### src/rtl/turn_signal_conditioner.sv
// Input conditioner for the tail-light sequencer: synchronises, debounces and edge-detects the
// left/right/hazard controls, then latches presses into held turn/hazard request levels.
module turn_signal_conditioner #(
  parameter int unsigned DEBOUNCE_CYCLES = 250000,
  parameter int unsigned CNT_W           = 18,
  parameter int unsigned LATCH_MODE      = 1
) (
  input  logic clk,
  input  logic reset,
  input  logic left_btn,
  input  logic right_btn,
  input  logic hazard_btn,
  output logic left,
  output logic right,
  output logic left_press,
  output logic right_press,
  output logic hazard_press
);

  localparam logic [CNT_W-1:0] CntMax = CNT_W'(DEBOUNCE_CYCLES - 1);

  // Channel bit order throughout: 0 = left, 1 = right, 2 = hazard.
  localparam int unsigned ChLeft   = 0;
  localparam int unsigned ChRight  = 1;
  localparam int unsigned ChHazard = 2;

  typedef enum logic [1:0] {StIdle, StLeftOn, StRightOn, StHazard} state_e;

  logic [2:0]       raw;
  logic [2:0]       sync_meta_q;
  logic [2:0]       sync_q;
  logic [2:0]       stable_q;
  logic [2:0]       stable_dly_q;
  logic [2:0]       press_q;
  logic [CNT_W-1:0] cnt_q [3];
  state_e           state_q;
  state_e           state_d;

  assign raw = {hazard_btn, right_btn, left_btn};

  always_ff @(posedge clk) begin
    if (reset) begin
      sync_meta_q  <= '0;
      sync_q       <= '0;
      stable_q     <= '0;
      stable_dly_q <= '0;
      press_q      <= '0;
      for (int i = 0; i < 3; i++) cnt_q[i] <= '0;
    end else begin
      sync_meta_q  <= raw;
      sync_q       <= sync_meta_q;
      stable_dly_q <= stable_q;
      press_q      <= stable_q & ~stable_dly_q;
      // Any agreement restarts the count, so only an unbroken disagreement run flips the level.
      for (int i = 0; i < 3; i++) begin
        if (sync_q[i] == stable_q[i]) begin
          cnt_q[i] <= '0;
        end else if (cnt_q[i] == CntMax) begin
          stable_q[i] <= sync_q[i];
          cnt_q[i]    <= '0;
        end else begin
          cnt_q[i] <= cnt_q[i] + CNT_W'(1);
        end
      end
    end
  end

  always_comb begin
    state_d = state_q;
    if (LATCH_MODE == 0) begin
      state_d = StIdle;
    end else if (press_q[ChHazard]) begin
      state_d = (state_q == StHazard) ? StIdle : StHazard;
    end else if (press_q[ChLeft] && !press_q[ChRight]) begin
      unique case (state_q)
        StIdle:    state_d = StLeftOn;
        StLeftOn:  state_d = StIdle;
        StRightOn: state_d = StLeftOn;
        StHazard:  state_d = StHazard;
        default:   state_d = StIdle;
      endcase
    end else if (press_q[ChRight] && !press_q[ChLeft]) begin
      unique case (state_q)
        StIdle:    state_d = StRightOn;
        StRightOn: state_d = StIdle;
        StLeftOn:  state_d = StRightOn;
        StHazard:  state_d = StHazard;
        default:   state_d = StIdle;
      endcase
    end
  end

  always_ff @(posedge clk) begin
    if (reset) begin
      state_q <= StIdle;
      left    <= 1'b0;
      right   <= 1'b0;
    end else begin
      state_q <= state_d;
      if (LATCH_MODE != 0) begin
        left  <= (state_d == StLeftOn) || (state_d == StHazard);
        right <= (state_d == StRightOn) || (state_d == StHazard);
      end else begin
        left  <= stable_q[ChLeft] | stable_q[ChHazard];
        right <= stable_q[ChRight] | stable_q[ChHazard];
      end
    end
  end

  assign left_press   = press_q[ChLeft];
  assign right_press  = press_q[ChRight];
  assign hazard_press = press_q[ChHazard];

endmodule

### config.mk
export PLATFORM = sky130hd
export DESIGN_NAME = turn_signal_conditioner
export DESIGN_NICKNAME = d
export VERILOG_FILES = /design/src/rtl/turn_signal_conditioner.sv
export SDC_FILE = /design/constraint.sdc
export NUM_CORES = 1
export LEC_CHECK = 0
export CELL_PAD_IN_SITES_DETAIL_PLACEMENT = 1
export CELL_PAD_IN_SITES_GLOBAL_PLACEMENT = 1
export CORE_UTILIZATION = 49
export DETAILED_ROUTE_END_ITERATION = 8
export GPL_TIMING_DRIVEN = 0
export PLACE_DENSITY = 0.81
export SLEW_MARGIN = 20
export SYNTH_ARGS = -nofsm -noshare
export SYNTH_HDL_FRONTEND = slang
export SYNTH_SLANG_ARGS = --single-unit
### constraint.sdc
create_clock -name clk -period 3.1 [get_ports clk]
set_input_delay 0.31 -clock clk [delete_from_list [all_inputs] [get_ports clk]]
set_output_delay 0.31 -clock clk [all_outputs]
set_load 0.02 [all_outputs]
==> results of run 1 <==
[synth_stat cells]
library cell	number	area [sq um]
nor2_1	60	225
and3_1	1	6.26
nor4_1	10	62.6
o21ai_0	4	20.0
and2_1	3	18.8
nor3_1	6	30.0
or3_1	2	12.5
clkbuf_1	8	30.0
nand2b_1	6	37.5
or4_1	3	22.5
o21ai_2	1	8.76
nand4_1	18	113
nor4bb_1	1	10.0
or4b_1	2	20.0
a221oi_1	2	17.5
a21oi_1	9	45.0
inv_1	11	41.3
buf_4	1	7.51
o22ai_1	1	6.26
or4_4	1	11.3
o41ai_1	2	17.5
and4_1	6	52.6
or2_2	2	12.5
dfxtp_1	18	360
o2bb2ai_1	1	8.76
or4b_2	2	20.0
ha_1	3	37.5
edfxtp_1	54	1620
o31ai_1	2	15.0
o41ai_2	2	32.5
xnor2_1	24	210
mux2i_1	3	30.0
nor4b_1	3	26.3
nor2b_1	8	50.1
nand3_1	20	100
a31o_2	1	8.76
buf_2	2	10.0
nand2_1	16	60.1
xor2_1	20	175
conb_1	1	3.75
[worst paths after layout]
| kind | end | cells past startpoint |
|---|---|---|
| worst max-delay path | cnt_q[2][9]$_SDFFCE_PN0P_ | 6 |
| worst min-delay path | press_q[1]$_SDFF_PP0_ | 1 |
| worst max register to register | cnt_q[2][9]$_SDFFCE_PN0P_ | 6 |
| worst min register to register | press_q[1]$_SDFF_PP0_ | 1 |
[flip-flops by register name, summed over array words and instances (netlist names)]
name,cells
right,1
sync_q,3
press_q,3
cnt_q,54
stable_q,3
sync_meta_q,3
stable_dly_q,3
state_q,2
[cell families after synthesis]
| family | Yosys count | share of synthesized area (%) |
|---|---|---|
| flip-flops | 72 | 55.1 |
| AND/OR/NAND/NOR | 170 | 24.8 |
| AO/OA/AOI/OAI | 25 | 5.01 |
| adder cells (fa/ha/maj) | 3 | 1.04 |
| other | 1 | 0.104 |
| multiplexers | 3 | 0.835 |
| buffers and inverters | 22 | 2.47 |
| XOR/XNOR | 44 | 10.7 |
[layer usage]
metal	routed length, microns	track usage (%)	part of all wire [%]
met1	3370	26.5	44
met2	3860	38.4	51
met3	268	4.90	3.5
met4	115	7.30	1.5
met5	0	0	0
[where the power goes]
group / switching, mW / leakage [nW] / internal (mW)
combinational: 0.0501 / 0.627 / 0.0342
clock: 0.377 / 0.119 / 0.440
sequential: 0.0368 / 0.703 / 1.07
[critical path: cells and delay by family (launching register included)]
family	cells	cell delay, ns
buffers and inverters	2	0.76
DFF	1	0.40
and+or+nand+nor	2	0.34
adders and majority gates	1	0.16
AOI/OAI and AO/OA	1	0.83
[cell type report]
class                      count  area share [%]
sequential                    72            46.9
multi-input combinational    299            40.9
clock buffer                  12            4.71
tap                           96            2.84
timing repair buffer           8            1.90
buffer                        11            1.13
inverter                      11           0.978
clock inverter                 4           0.622
==> results.sh, run 1 <==
export IMPL_post_cts_buffers=0
export IMPL_clock_path_buffers=2
export IMPL_stdcell_count=513
export IMPL_whs_ns=0.405
export IMPL_finClkSkew_ns=0.00855
export IMPL_syn_inst=340
export IMPL_cts_sinks=72
export IMPL_fin_crit_sh_pct=88.7
export IMPL_antennaDiodeCount=0
export IMPL_cp_max_fo=10
export IMPL_port_buffers=8
export IMPL_pre_cts_ws_ns=0.350
export IMPL_cts_root_buf="clkbuf_8"
export IMPL_peakVddDrop_uv=285
export IMPL_fillers=788
export IMPL_critPathLaunch="cnt_q[2][0]$_SDFFCE_PN0P_"
export IMPL_io_pins=10
export IMPL_hold_viol=0
export IMPL_hp_class="register to register"
export IMPL_timing_critical_path_required_ns=3.19
export IMPL_grt_pass1_wl_microns=12800
export IMPL_totalWireLength_microns=7620
export IMPL_min_from="stable_dly_q[1]$_SDFF_PP0_"
export IMPL_worstMarginPinSlew_ns=0.889
export IMPL_rsz0062_at_grt="false"
export IMPL_startpoint_type="register"
export IMPL_layout_commonest_cell="nor2_1"
export IMPL_hpwl_microns=5400
export IMPL_drt_initial_drc_count=136
export IMPL_std_cell_rows=30
export IMPL_grt_usage_pct=21.8
export IMPL_layout_setup_ws_ns=0.350
export IMPL_avgRoutedWirePerCell_microns=14.9
export IMPL_final_area_sq_mm=0.00422
export IMPL_syn_avg_cell_area_sq_um=10.6
export IMPL_crit_arrival_ns=2.84
export IMPL_ff_latch_area_sq_mm=0.00198
export IMPL_area_growth_pct=17.4
export IMPL_first_pass_iters=4
export IMPL_period_minus_slack_ns=2.75
export IMPL_critical_path_cell_chain="ha_1 -> clkbuf_1 -> nand3_1 -> o41ai_2 -> clkbuf_1 -> nor2_1"
export IMPL_core_area_sq_mm=0.00694
export IMPL_syn_area_sq_mm=0.00360
export IMPL_dpl_cell_count=497
export IMPL_cpMostUsedCell="clkbuf_1"
export IMPL_tns_ns=0
export IMPL_status="finished clean"
export IMPL_drive_gt1_share_pct=6.71
export IMPL_fp_dieW_microns=87.7
export IMPL_cts_resized=0
export IMPL_antenna_found_initial=0
export IMPL_insertion_delay_ns=0.35
export IMPL_yosysSeqAreaShare_pct=55.1
export IMPL_globalplace_congestion=0.810
export IMPL_total_leakage_power_nw=1.45
export IMPL_fin_nets=420
export IMPL_slew_headroom_pct=40.1
export IMPL_cts_tree="yes"
export IMPL_final_util_pct=60.8
export IMPL_viasPerCell=5.29
export IMPL_clk_pin_slew_ns=0.08
export IMPL_die_h_microns=87.7
export IMPL_cap_violations=0
export IMPL_cts_buffers=9
export IMPL_grt_overflow=0
export IMPL_slew_viol_final=0
export IMPL_ys_types=40
export IMPL_worstReg2RegStart="cnt_q[2][0]$_SDFFCE_PN0P_"
export IMPL_crit_type="register to register"
export IMPL_yosys_warnings=0
export IMPL_start_util_pct=51.8
export IMPL_crit_path_top_delay_cell="o41ai_2"
export IMPL_h_tree_depth=3
export IMPL_mostFrequentLayoutCells="60 x nor2_1, 54 x edfxtp_1, 54 x conb_1"
export IMPL_dieArea_sq_mm=0.00769
export IMPL_dr_total_vias=2715
export IMPL_fmax_mhz=364
export IMPL_ctsHoldBuffers=0
export IMPL_drc_errors=0
export IMPL_multiInputGateArea_sq_mm=0.00173
export IMPL_drtAntennaViolNets=0
export IMPL_synth_seq_cells=72
export IMPL_grt_max_degree=14
export IMPL_slowest_delay_ns=0.83
export IMPL_endpoint_kind="register"
export IMPL_r2r_setup_slack_ns=0.35
export IMPL_p_total_mw=2.01
export IMPL_grt_pass1_vias=2741
export IMPL_finalSetupViolations=0
export IMPL_placed_cell_area_sq_mm=0.00400
export IMPL_p_per_area_mw_per_mm2=475
Power figures use the tool's default switching activity.
==> run 2: changes to the inputs <==
--- a/config.mk
+++ b/config.mk
@@ -7,8 +7,10 @@
 export LEC_CHECK = 0
 export CELL_PAD_IN_SITES_DETAIL_PLACEMENT = 1
 export CELL_PAD_IN_SITES_GLOBAL_PLACEMENT = 1
-export CORE_UTILIZATION = 49
+export CORE_UTILIZATION = 51
+export CTS_CLUSTER_DIAMETER = 200
 export DETAILED_ROUTE_END_ITERATION = 8
+export DONT_BUFFER_PORTS = 1
 export GPL_TIMING_DRIVEN = 0
 export PLACE_DENSITY = 0.81
 export SLEW_MARGIN = 20
==> run 2 against run 1 <==
- die area down 3.8%
- power rose by 0.20%
- wire length fell by 4.1%
- clock power is 1% higher
- fmax down 0.66%
- sequential cell count unchanged
- clock skew shrank 0.00079 ns
==> results.sh, run 2 (same netlist as run 1, synthesis figures left out) <==
export IMPL_status="finished clean"
export IMPL_clock_path_buffers=2
export IMPL_cpMostUsedCell="clkbuf_1"
export IMPL_area_growth_pct=15.0
export IMPL_fin_crit_sh_pct=89.3
export IMPL_critical_path_cell_chain="ha_1 -> clkbuf_1 -> nand3_1 -> o41ai_2 -> clkbuf_1 -> nor2_1"
export IMPL_die_h_microns=86
export IMPL_mostFrequentLayoutCells="60 x nor2_1, 54 x edfxtp_1, 54 x conb_1"
export IMPL_layout_commonest_cell="nor2_1"
export IMPL_dieArea_sq_mm=0.00740
export IMPL_startpoint_type="register"
export IMPL_worstMarginPinSlew_ns=0.862
export IMPL_critPathLaunch="cnt_q[2][0]$_SDFFCE_PN0P_"
export IMPL_ctsHoldBuffers=0
export IMPL_crit_path_top_delay_cell="o41ai_2"
export IMPL_finClkSkew_ns=0.00776
export IMPL_cap_violations=0
export IMPL_cts_buffers=9
export IMPL_placed_cell_area_sq_mm=0.00392
export IMPL_io_pins=10
export IMPL_hpwl_microns=4930
export IMPL_cp_max_fo=10
export IMPL_fmax_mhz=361
export IMPL_cts_tree="yes"
export IMPL_grt_pass1_vias=2721
export IMPL_port_buffers=0
export IMPL_drc_errors=0
export IMPL_dr_total_vias=2651
export IMPL_slew_headroom_pct=41.9
export IMPL_grt_pass1_wl_microns=12500
export IMPL_antenna_found_initial=0
export IMPL_peakVddDrop_uv=357
export IMPL_fin_nets=412
export IMPL_tns_ns=0
export IMPL_antennaDiodeCount=0
export IMPL_crit_type="register to register"
export IMPL_h_tree_depth=3
export IMPL_critPathTopFamily="compound AO/OA/AOI/OAI gates"
export IMPL_finalSetupViolations=0
export IMPL_drt_initial_drc_count=64
export IMPL_regMostFlops="cnt_q"
export IMPL_cp_num_buf_inv=2
export IMPL_min_from="left_btn"
export IMPL_endpoint_kind="register"
export IMPL_start_util_pct=53.0
export IMPL_drive_gt1_share_pct=6.85
export IMPL_timing_critical_path_required_ns=3.19
export IMPL_totalWireLength_microns=7310
export IMPL_fp_dieW_microns=86
export IMPL_core_area_sq_mm=0.00679
export IMPL_final_area_sq_mm=0.00414
export IMPL_slew_viol_final=0
export IMPL_clk_pin_slew_ns=0.09
export IMPL_total_leakage_power_nw=1.42
export IMPL_r2r_setup_slack_ns=0.33
export IMPL_rsz0062_at_grt="false"
export IMPL_grt_usage_pct=22.0
export IMPL_std_cell_rows=30
export IMPL_grt_max_degree=15
export IMPL_cts_root_buf="clkbuf_8"
export IMPL_worstReg2RegStart="cnt_q[2][0]$_SDFFCE_PN0P_"
export IMPL_final_util_pct=60.9
export IMPL_post_cts_buffers=0
export IMPL_hold_viol=0
export IMPL_grt_overflow=0
export IMPL_cts_sinks=72
export IMPL_viasPerCell=5.25
export IMPL_globalplace_congestion=0.765
export IMPL_slowest_delay_ns=0.80
export IMPL_first_pass_iters=4
export IMPL_cts_resized=0
export IMPL_crit_arrival_ns=2.86
export IMPL_insertion_delay_ns=0.36
export IMPL_fillers=772
export IMPL_period_minus_slack_ns=2.77
export IMPL_p_per_area_mw_per_mm2=486
export IMPL_largest_register_ffs=54
export IMPL_avgRoutedWirePerCell_microns=14.5
export IMPL_hp_class="input port to register"
export IMPL_drtAntennaViolNets=0
[run 2: final cells by class]
class                   count  area [sq um]  area share (%)
clock inverters             6          71.3            1.72
inverters                  11          41.3           0.998
clock buffers              10           149            3.60
flip-flops and latches     72          1980            47.9
plain buffers              11          47.5            1.15
multi-input cells         299          1730            41.7
well taps                  96           120            2.90
[run 2: path summary, 6_finish.rpt]
kind / cells past startpoint / endpoint
setup / recovery: 6 / cnt_q[2][13]$_SDFFCE_PN0P_
hold / removal: 1 / sync_meta_q[0]$_SDFF_PP0_
setup reg to reg: 6 / cnt_q[2][13]$_SDFFCE_PN0P_
hold reg to reg: 1 / press_q[2]$_SDFF_PP0_
[run 2: power by group]
part	switching [mW]	internal, mW	total, mW
registers	0.0363	1.07	1.10
logic	0.0493	0.0312	0.0804
clock network	0.394	0.431	0.826
total	0.480	1.53	2.01
[run 2: stage by stage]
step                std cells  hold slack, ns  power, mW  setup WS (ns)
finish                    505          0.0779       2.01          0.332
global route              505          0.0899       2.07         0.0226
CTS                       505          0.0710       2.03          0.268
detailed placement        489           0.381       1.20          0.314
global placement          489           0.375       1.20          0.417
floorplan                 393           0.368       1.18          0.901
[run 2: layer usage]
metal | wire [microns] | GRT usage [%] | share of wire [%]
met4 | 133 | 10.8 | 1.8
met2 | 3610 | 36.3 | 49
met3 | 154 | 4.04 | 2.1
met5 | 0 | 0 | 0
met1 | 3410 | 28.0 | 47
==> run 3: changes to the inputs <==
--- a/config.mk
+++ b/config.mk
@@ -9,6 +9,7 @@
 export CELL_PAD_IN_SITES_GLOBAL_PLACEMENT = 1
 export CORE_UTILIZATION = 51
 export CTS_CLUSTER_DIAMETER = 200
+export CTS_CLUSTER_SIZE = 28
 export DETAILED_ROUTE_END_ITERATION = 8
 export DONT_BUFFER_PORTS = 1
 export GPL_TIMING_DRIVEN = 0
==> results of run 3 <==
No change in the layout: final DEF, timing and power equal those of run 2.
